**src/rtl/mpss_bus_arb_pkg.sv**
```systemverilog
// Shared widths and helpers for the mpss_bus_arb bus arbiter slice.
// Bus fields are fixed at 32-bit address/data with 4 byte enables.
package mpss_bus_arb_pkg;

  localparam int ADDR_W = 32;
  localparam int DATA_W = 32;
  localparam int BE_W   = 4;

  // Ceiling log2; returns 0 for values <= 1.
  function automatic int clog2(input int value);
    int r;
    r = 0;
    for (int v = value - 1; v > 0; v = v >> 1) begin
      r = r + 1;
    end
    return r;
  endfunction

endpackage

```
**src/rtl/mpss_bus_arb_if.sv**
```systemverilog
// MPSS slave-port bundle, N ports wide with lane i at [W*i +: W].
// master drives requests and receives ack/resp/rdata; slave is the reverse.
interface mpss_bus_arb_if
  import mpss_bus_arb_pkg::*;
#(
  parameter int N = 1
);

  logic [N-1:0]        req;
  logic [N-1:0]        we;
  logic [ADDR_W*N-1:0] addr;
  logic [BE_W*N-1:0]   be;
  logic [DATA_W*N-1:0] wdata;
  logic [N-1:0]        ack;
  logic [N-1:0]        resp;
  logic [DATA_W*N-1:0] rdata;

  modport master (
    output req, we, addr, be, wdata,
    input  ack, resp, rdata
  );

  modport slave (
    input  req, we, addr, be, wdata,
    output ack, resp, rdata
  );

endinterface

```
**src/rtl/mpss_bus_arb_rdq.sv**
```systemverilog
// Read-ID FIFO: remembers which master issued each outstanding read.
// Head is read combinationally so a response can be routed in its own cycle.
module mpss_bus_arb_rdq
  import mpss_bus_arb_pkg::*;
#(
  parameter int WIDTH = 2,
  parameter int DEPTH = 4
) (
  input  logic             clk_i,
  input  logic             rst_i,
  input  logic             push,
  input  logic [WIDTH-1:0] push_id,
  input  logic             pop,
  output logic [WIDTH-1:0] head_id,
  output logic             empty,
  output logic             full
);

  localparam int PTR_W = clog2(DEPTH);

  logic [WIDTH-1:0] r_mem [DEPTH];
  logic [PTR_W-1:0] r_wr_ptr;
  logic [PTR_W-1:0] r_rd_ptr;
  logic [PTR_W:0]   r_count;
  logic             w_push;
  logic             w_pop;

  assign empty   = (r_count == '0);
  assign full    = (r_count == (PTR_W+1)'(DEPTH));
  assign head_id = r_mem[r_rd_ptr];
  assign w_push  = push && !full;
  assign w_pop   = pop && !empty;

  always_ff @(posedge clk_i) begin
    if (w_push) begin
      r_mem[r_wr_ptr] <= push_id;
    end
  end

  always_ff @(posedge clk_i) begin
    if (!rst_i) begin
      r_wr_ptr <= '0;
      r_rd_ptr <= '0;
      r_count  <= '0;
    end else begin
      if (w_push) begin
        r_wr_ptr <= r_wr_ptr + PTR_W'(1);
      end
      if (w_pop) begin
        r_rd_ptr <= r_rd_ptr + PTR_W'(1);
      end
      // Simultaneous push and pop leaves occupancy unchanged.
      case ({w_push, w_pop})
        2'b10:   r_count <= r_count + (PTR_W+1)'(1);
        2'b01:   r_count <= r_count - (PTR_W+1)'(1);
        default: r_count <= r_count;
      endcase
    end
  end

endmodule

```
**src/rtl/mpss_bus_arb.sv**
```systemverilog
// NMASTERS-to-1 MPSS slave-port arbiter with read-response routing.
// Define MPSS_BUS_ARB_RR_EN for round-robin; otherwise lowest index wins.
module mpss_bus_arb
  import mpss_bus_arb_pkg::*;
#(
  parameter int NMASTERS  = 4,
  parameter int RDQ_DEPTH = 4
) (
  input  logic                 clk_i,
  input  logic                 rst_i,
  mpss_bus_arb_if.slave        m_bus,
  mpss_bus_arb_if.master       s_bus,
  output logic                 err_o
);

  localparam int ID_W = (clog2(NMASTERS) < 1) ? 1 : clog2(NMASTERS);

  logic [NMASTERS-1:0] w_elig;
  logic [NMASTERS-1:0] w_elig_rot;
  logic [ID_W-1:0]     w_off;
  logic                w_any;
  logic [ID_W-1:0]     w_grant;
  logic                w_active;
  logic                w_accept;
  logic                w_pop;
  logic                w_rdq_full;
  logic                w_rdq_empty;
  logic [ID_W-1:0]     w_head;
  logic                r_err;

  // Writes bypass the read queue, so only reads are held off when it is full.
  assign w_elig = m_bus.req & (m_bus.we | {NMASTERS{~w_rdq_full}});

`ifdef MPSS_BUS_ARB_RR_EN
  logic [ID_W-1:0]       r_rr_ptr;
  logic [2*NMASTERS-1:0] w_elig_dbl;
  logic [ID_W:0]         w_sum;

  assign w_elig_dbl = {w_elig, w_elig} >> r_rr_ptr;
  assign w_elig_rot = w_elig_dbl[NMASTERS-1:0];
  assign w_sum      = {1'b0, r_rr_ptr} + {1'b0, w_off};
  assign w_grant    = (w_sum >= (ID_W+1)'(NMASTERS))
                    ? ID_W'(w_sum - (ID_W+1)'(NMASTERS))
                    : w_sum[ID_W-1:0];

  always_ff @(posedge clk_i) begin
    if (!rst_i) begin
      r_rr_ptr <= '0;
    end else if (w_accept) begin
      r_rr_ptr <= (w_grant == ID_W'(NMASTERS - 1)) ? '0 : w_grant + ID_W'(1);
    end
  end
`else
  assign w_elig_rot = w_elig;
  assign w_grant    = w_off;
`endif

  // Offset of the first eligible master in rotated order.
  always_comb begin
    w_off = '0;
    w_any = 1'b0;
    for (int k = NMASTERS - 1; k >= 0; k--) begin
      if (w_elig_rot[k]) begin
        w_off = ID_W'(k);
        w_any = 1'b1;
      end
    end
  end

  assign w_active = w_any && rst_i;
  assign w_accept = w_active && s_bus.ack[0];
  assign w_pop    = rst_i && s_bus.resp[0] && !w_rdq_empty;

  always_comb begin
    s_bus.req   = 1'b0;
    s_bus.we    = 1'b0;
    s_bus.addr  = '0;
    s_bus.be    = '0;
    s_bus.wdata = '0;
    if (w_active) begin
      s_bus.req   = 1'b1;
      s_bus.we    = m_bus.we[w_grant];
      s_bus.addr  = m_bus.addr[w_grant*ADDR_W +: ADDR_W];
      s_bus.be    = m_bus.be[w_grant*BE_W +: BE_W];
      s_bus.wdata = m_bus.wdata[w_grant*DATA_W +: DATA_W];
    end
  end

  always_comb begin
    m_bus.ack  = '0;
    m_bus.resp = '0;
    if (w_accept) begin
      m_bus.ack[w_grant] = 1'b1;
    end
    if (w_pop) begin
      m_bus.resp[w_head] = 1'b1;
    end
  end

  assign m_bus.rdata = {NMASTERS{s_bus.rdata}};

  mpss_bus_arb_rdq #(
    .WIDTH (ID_W),
    .DEPTH (RDQ_DEPTH)
  ) u_rdq (
    .clk_i   (clk_i),
    .rst_i   (rst_i),
    .push    (w_accept && !m_bus.we[w_grant]),
    .push_id (w_grant),
    .pop     (w_pop),
    .head_id (w_head),
    .empty   (w_rdq_empty),
    .full    (w_rdq_full)
  );

  // A response with nothing outstanding latches an error until reset.
  always_ff @(posedge clk_i) begin
    if (!rst_i) begin
      r_err <= 1'b0;
    end else if (s_bus.resp[0] && w_rdq_empty) begin
      r_err <= 1'b1;
    end
  end

  assign err_o = r_err;

endmodule

```
**src/flat_wrapper.sv**
```systemverilog
// flat-port wrapper written by rule: the top's interface ports become plain ports
module mpss_bus_arb_flat import mpss_bus_arb_pkg::*;
#(
  parameter int NMASTERS  = 4,
  parameter int RDQ_DEPTH = 4
)
  (clk_i, rst_i, err_o, m_bus_req, m_bus_we, m_bus_addr, m_bus_be, m_bus_wdata, m_bus_ack, m_bus_resp, m_bus_rdata, s_bus_req, s_bus_we, s_bus_addr, s_bus_be, s_bus_wdata, s_bus_ack, s_bus_resp, s_bus_rdata);
  mpss_bus_arb_if #(.N(4)) m_bus_i ();
  mpss_bus_arb_if #(.N(1)) s_bus_i ();
  input  logic clk_i;
  input  logic rst_i;
  output logic err_o;
  input wire logic [$bits(m_bus_i.req)-1:0] m_bus_req;
  input wire logic [$bits(m_bus_i.we)-1:0] m_bus_we;
  input wire logic [$bits(m_bus_i.addr)-1:0] m_bus_addr;
  input wire logic [$bits(m_bus_i.be)-1:0] m_bus_be;
  input wire logic [$bits(m_bus_i.wdata)-1:0] m_bus_wdata;
  output wire logic [$bits(m_bus_i.ack)-1:0] m_bus_ack;
  output wire logic [$bits(m_bus_i.resp)-1:0] m_bus_resp;
  output wire logic [$bits(m_bus_i.rdata)-1:0] m_bus_rdata;
  output wire logic [$bits(s_bus_i.req)-1:0] s_bus_req;
  output wire logic [$bits(s_bus_i.we)-1:0] s_bus_we;
  output wire logic [$bits(s_bus_i.addr)-1:0] s_bus_addr;
  output wire logic [$bits(s_bus_i.be)-1:0] s_bus_be;
  output wire logic [$bits(s_bus_i.wdata)-1:0] s_bus_wdata;
  input wire logic [$bits(s_bus_i.ack)-1:0] s_bus_ack;
  input wire logic [$bits(s_bus_i.resp)-1:0] s_bus_resp;
  input wire logic [$bits(s_bus_i.rdata)-1:0] s_bus_rdata;
  assign m_bus_i.req = m_bus_req;
  assign m_bus_i.we = m_bus_we;
  assign m_bus_i.addr = m_bus_addr;
  assign m_bus_i.be = m_bus_be;
  assign m_bus_i.wdata = m_bus_wdata;
  assign m_bus_ack = m_bus_i.ack;
  assign m_bus_resp = m_bus_i.resp;
  assign m_bus_rdata = m_bus_i.rdata;
  assign s_bus_req = s_bus_i.req;
  assign s_bus_we = s_bus_i.we;
  assign s_bus_addr = s_bus_i.addr;
  assign s_bus_be = s_bus_i.be;
  assign s_bus_wdata = s_bus_i.wdata;
  assign s_bus_i.ack = s_bus_ack;
  assign s_bus_i.resp = s_bus_resp;
  assign s_bus_i.rdata = s_bus_rdata;
  mpss_bus_arb #(.NMASTERS(NMASTERS), .RDQ_DEPTH(RDQ_DEPTH)) u_core (.clk_i(clk_i), .rst_i(rst_i), .m_bus(m_bus_i), .s_bus(s_bus_i), .err_o(err_o));
endmodule
```
**config.mk**
```make
export PLATFORM = sky130hd
export DESIGN_NAME = mpss_bus_arb_flat
export DESIGN_NICKNAME = d
export VERILOG_FILES = /design/src/rtl/mpss_bus_arb_pkg.sv /design/src/rtl/mpss_bus_arb_if.sv /design/src/rtl/mpss_bus_arb_rdq.sv /design/src/rtl/mpss_bus_arb.sv /design/src/flat_wrapper.sv
export SDC_FILE = /design/constraint.sdc
export NUM_CORES = 1
export LEC_CHECK = 0
export ABC_AREA = 1
export ABC_CLOCK_PERIOD_IN_PS = 8720
export CORE_AREA = 2 2 203 205
export DETAILED_ROUTE_END_ITERATION = 12
export DIE_AREA = 0 0 205 207
export HOLD_SLACK_MARGIN = 0.03
export PLACE_DENSITY = 0.44
export SYNTH_ARGS = -nofsm -noshare
export SYNTH_HDL_FRONTEND = slang
export SYNTH_HIERARCHICAL = 1
export SYNTH_SLANG_ARGS = --single-unit
```
**constraint.sdc**
```tcl
create_clock -name clk_i -period 8.72 [get_ports clk_i]
set_input_delay 1.744 -clock clk_i [delete_from_list [all_inputs] [get_ports clk_i]]
set_output_delay 1.744 -clock clk_i [all_outputs]
set_load 0.01 [all_outputs]
```
* Word-level counts from Yosys, hierarchy flattened *
Memories as Yosys holds them, arrays and structs flattened. A register that Yosys moved wholly into a read port is not among the register bits.
Cells that the tools add are included.

word-level totals
  register bits = 8
  memory bits (writable) = 8
  bits of input ports = 316
  logic and storage cells = 63
  memories = 1

memory list
  memory              depth  width  rd ports  clocked after Yosys merged registers in  wr ports  RTL line                source
  u_core.u_rdq.r_mem  4      2      1         1                                        1         mpss_bus_arb_rdq.sv:21  logic [WIDTH-1:0] r_mem [DEPTH];

operators by class
  add/subtract/negate cells = 4
  $lt $le $gt $ge = 4
  equal/unequal tests = 3
  shift-type cells = 3
  mux-type cells = 26
  bitwise operators = 3
  reductions and logical operators = 15

operator list
  operator             count
  $shiftx 128x8->32    2
  $mux 32              2
  $shiftx 16x5->4      1
  $mux 2               6
  $mux 4               3
  $mux 1               11
  $logic_and 1x1->1    10
  $lt 2x3->1 const B   2
  $pmux 3 s2           1
  $add 2x1->2 const B  2
  $and 4x4->4          1
  $demux 1 s2          2
  $ge 2x1->1 const B   2
  $or 4x4->4           1
  $add 3x1->3 const B  1
  $eq 3x3->1 const B   1
  $logic_not 1->1      3
  $logic_not 3->1      1
  $sub 3x1->3 const B  1
  $bmux 1 s2           1
  $eq 2x1->1 const B   1
  $eq 2x2->1 const B   1
  $reduce_bool 2->1    1
  $not 1->1            1

* Longest topological paths before layout *
  depth after elaboration = 15
  depth in mapped cells = 24
  mapped depth without buffers = 22

* By module *
Netlist, hierarchy kept.

modules (own cells, without submodules)
  module            instances  cells an instance  area each (sq um)  seq. area each (sq um)
  mpss_bus_arb      1          806                4117.7             20.0
  mpss_bus_arb_rdq  1          90                 809.5              420.4

* Worst setup path after synthesis *
Ideal clock, no wire load.

  path kind = in2out
  from = input m_bus_we[2]
  to = output s_bus_addr[24]
  data arrival time = 2.897 ns
  data required time = 6.976 ns
  setup slack = 4.079 ns
  stages on the path = 11
  path buffers = 2
  cell sequence = inv_2 -> nand2_1 -> nand2_1 -> nand2_1 -> inv_2 -> clkbuf_1 -> buf_2 -> nand3_1 -> nand2_1 -> nor2_1 -> nor2_1

on the way
  cells in the longest elaborated chain, start to end = 7
  elaborated cells on any way between the ends = 11

RTL lines
  item                                                    RTL line                                source
  start: declaration                                      flat_wrapper.sv:14                      input wire logic [$bits(m_bus_i.we)-1:0] m_bus_we;
  $or 4x4->4 (*)                                          mpss_bus_arb.sv:32                      assign w_elig = m_bus.req & (m_bus.we | {NMASTERS{~w_rdq_full}});
  $and 4x4->4 (*)                                         mpss_bus_arb.sv:32
  $mux 2 or $mux 1 (tied branches) (3 in a row)           mpss_bus_arb.sv:63                      if (w_elig_rot[k]) begin
  $shiftx 128x8->32 or $logic_and 1x1->1 (tied branches)  mpss_bus_arb.sv:83, mpss_bus_arb.sv:70
  $mux 32 (*)                                             mpss_bus_arb.sv:80                      if (w_active) begin
  end: declaration                                        flat_wrapper.sv:23                      output wire logic [$bits(s_bus_i.addr)-1:0] s_bus_addr;

Mark *: on every way between the ends. The rest lies on a longest branch, timed or not.

* Worst setup path in the final report *
  from = input m_bus_we[1]
  to = output s_bus_wdata[25]

on the way
  cells in the longest elaborated chain, start to end = 6
  elaborated cells on any way between the ends = 9

RTL lines
  item                                                    RTL line                                source
  $or 4x4->4 (*)                                          mpss_bus_arb.sv:32
  $and 4x4->4 (*)                                         mpss_bus_arb.sv:32
  $mux 2 or $mux 1 (tied branches) (2 in a row)           mpss_bus_arb.sv:63
  $shiftx 128x8->32 or $logic_and 1x1->1 (tied branches)  mpss_bus_arb.sv:85, mpss_bus_arb.sv:70
  $mux 32 (*)                                             mpss_bus_arb.sv:80
  end: declaration                                        flat_wrapper.sv:25                      output wire logic [$bits(s_bus_i.wdata)-1:0] s_bus_wdata;

Marked as above.

==> summary.md <==
| Metric | Value |
|---|---|
| Layout Cells excl Fill | 1607 |
| Status | finished clean |
| Worst r2r dst | u_core/u_rdq/r_count[2] |
| Crit path required time | 6980 ps |
| Initial DRC Count | 385 |
| Worst r2r src | u_core/u_rdq/r_count[1] |
| DR vias | 6617 |
| Antenna viol nets, final | 0 |
| Layout Skew | 4.60 ps |
| Slew margin rel. | 0.341 |
| Crit end category | output port |
| H-tree lvl count | 1 |
| First-pass DRT Iterations | 5 |
| Overflow after GRT | 0 |
| I/O pin cnt | 523 |
| NetSw | 0.218 mW |
| Hold crit path type | reg -> reg |
| HP Start | u_core/err_o |
| Adder-cell share of the synthesized area | 0.0168 |
| Drc violations | 0 |
| CP Max Fanout | 59 |
| Diodes inserted | 0 |
| Fmax | 148 MHz |
| Synth Net Count | 1218 |
| Worst-Skew Late Latency | 250 ps |
| VDD IR max | 0.0000567 V |
| Main combinational cell family by area after synthesis | simple AND/OR/NAND/NOR gates |
| Simple-Gate Fraction of Synth Area | 0.579 |
| Internal | 0.357 mW |
| PortBufs | 362 |
| Nets | 1398 |
| Core Area | 0.0404 sq mm |
| Synth Area in XOR/XNOR | 0 |
| WS Path Type | in -> out |
| WHS Endpoint | u_core/err_o |
| Setup violators final | 0 |
| Global-route wire length before repair | 41500 um |
| Num rows | 74 |
| Post-synthesis cell type count | 25 |
| GP Congestion | 0.805 |
| PwrDens | 70.8 mW/mm^2 |
| #FFs+latches synth | 18 |
| Post-CTS Resized | 0 |
| CP arrival | 5030 ps |
| Setup bufs post-CTS | 0 |
| Max clock buf depth | 2 |
| Setup TNS | 0 ps |
| Worst slew pin tran | 989 ps |
| Leak Pwr | 3.40 nW |
| Combinational power share | 0.680 |
| Layout area overhead | 64.8% |
| Chip height | 207 um |
| Clock-pin slew on the worst setup and hold paths | 50 ps |
| RSZ-0062 raised after global routing | no |
| Final hold vios | 0 |
| CTS tree | done |
| Slew Limit Fails | 0 |
| Syn Std Cell Area | 0.00493 sq mm |
| Post-synthesis cell count | 896 |
| Die Wd | 205 um |
| Layout cell share with drive strength beyond 1 | 0.0447 |
| YS warnings | 6 |
| Cts bufs inserted | 3 |
| Final WL | 28500 um |
| Drt wl/cell | 17.8 um |
| Via-to-Cell Ratio | 4.12 |
| CP startpoint kind | input pin |
| Sw frac | 0.379 |
| Vias in the first global route | 6651 |
| Sequential cell area fraction in the yosys report | 0.0894 |
| Clk network pwr share | 0.159 |
| Worst r2r path cells | 22 |
| Period minus WS final | 6780 ps |
| Area of the die | 0.0424 sq mm |
| Compound-Gate Fraction of Synth Area | 0.0241 |
| Placed cell count | 1603 |
| Initial antenna violation count | 0 |
| Post-synthesis mux area share | 0 |
| Cells on Worst Hold Path | 2 |
| Flop pwr share | 0.160 |
| Max-Cap Viols | 0 |
| Largest net degree at the start of global routing | 85 |
| CTS sink count | 18 |
| GR Util All Layers | 0.126 |
| Fin crit share | 0.777 |
| R2R Setup Slk | 4760 ps |
| Post-Syn Area per Cell | 5.50 sq um |
| Starting Density | 0.122 |
| Post-detail-place hpwl | 21800 um |
| CTS hold repair buffers | 0 |
| CTS root buf | clkbuf_16 |
==> worst max path at each step <==
stage | start | endpoint | cells past startpoint
final | m_bus_we[1] | s_bus_wdata[25] | 11
after global routing | m_bus_we[1] | s_bus_wdata[28] | 11
after CTS | m_bus_we[1] | s_bus_wdata[25] | 11
after detailed placement | m_bus_we[1] | s_bus_wdata[25] | 11
after global placement | m_bus_we[1] | s_bus_wdata[20] | 11
after floorplan | m_bus_we[2] | s_bus_addr[24] | 11
==> layer usage <==
layer	wire length (um)	share of wire	track usage
met5	0	0	0
met4	922	0.032	0.0380
met3	1940	0.068	0.0189
met2	14400	0.50	0.231
met1	11300	0.40	0.151
==> cell families (layout without fill, tap and decap cells) <==
group	count (synthesis)	after routing
simple gates	620	620
flops	18	18
fa+ha+maj	6	6
buf+inv	234	413
compound gates	18	18
==> synth_stat cells, drive strengths merged <==
| master | instances | area [sq um] |
|---|---|---|
| nand4 | 69 | 432 |
| nand3 | 214 | 1070 |
| clkbuf | 32 | 120 |
| nor3 | 8 | 40.0 |
| edfxtp | 8 | 240 |
| buf | 167 | 1180 |
| nor2 | 156 | 626 |
| fa | 1 | 20.0 |
| inv | 34 | 128 |
| ha | 5 | 62.6 |
| o22ai | 2 | 12.5 |
| a21oi | 8 | 43.8 |
| clkinv | 1 | 5.00 |
| nand2 | 173 | 684 |
| dfxtp | 10 | 200 |
| o21ai | 8 | 62.6 |
==> power groups by stage <==
stage                     registers (mW)  clock network, mW  logic [mW]
after floorplan                   0.0937                  0       0.217
after global placement            0.0937                  0       0.395
after detailed placement          0.0938                  0       0.395
after CTS                         0.0921             0.0931       0.397
after global routing              0.0923             0.0963       0.425
final                             0.0921             0.0917       0.391
==> stage by stage <==
| stage | total power [mW] | util | hold slack [ps] | area (sq um) | setup slack (ps) |
|---|---|---|---|---|---|
| finish | 0.575 | 0.201 | 478 | 8120 | 1940 |
| CTS | 0.582 | 0.201 | 483 | 8120 | 1850 |
| global placement | 0.489 | 0.199 | 458 | 8040 | 1890 |
| floorplan | 0.311 | - | 462 | 4930 | 4080 |
| detailed placement | 0.489 | 0.199 | 469 | 8040 | 1860 |
| global route | 0.614 | 0.201 | 536 | 8120 | 1700 |
==> placed cells by master, fill, tap and decap left out, types with 2 or more instances in the layout <==
cell type        Yosys  final
a21oi_1              7      7
buf_4              139     11
clkbuf_16            0      3
clkdlybuf4s50_1      0    362
dfxtp_1             10     10
edfxtp_1             8      8
ha_1                 5      5
inv_1               26     26
inv_2                8      8
nand2_1            165    164
nand2_2              5      2
nand2_4              3      7
nand3_1            214    214
nand4_1             69     69
nor2_1             144    144
nor2_2              10     10
nor2_4               2      2
nor3_1               8      8
o21ai_0              6      6
o21ai_4              2      2
o22ai_1              2      2
==> layout make-up <==
| class | count | area, sq um |
|---|---|---|
| Clock buffer | 3 | 75.1 |
| Inverter | 35 | 133 |
| Sequential cell | 18 | 440 |
| Timing Repair Buffer | 374 | 3730 |
| Clock inverter | 1 | 3.75 |
| Tap cell | 532 | 666 |
| Multi-Input combinational cell | 644 | 3080 |
| Fill cell | 4692 | 32200 |
==> worst max-delay path, stage by stage <==
cell and delay [ps]:
clkdlybuf4s50_1 530, o21ai_4 110, nand2_4 100, clkinv_2 460, nand2_4 830, buf_4 300
nand3_1 90, nand2_1 90, nor2_1 50, nor2_1 130, clkdlybuf4s50_1 580
(Power assumes the default switching activity.)
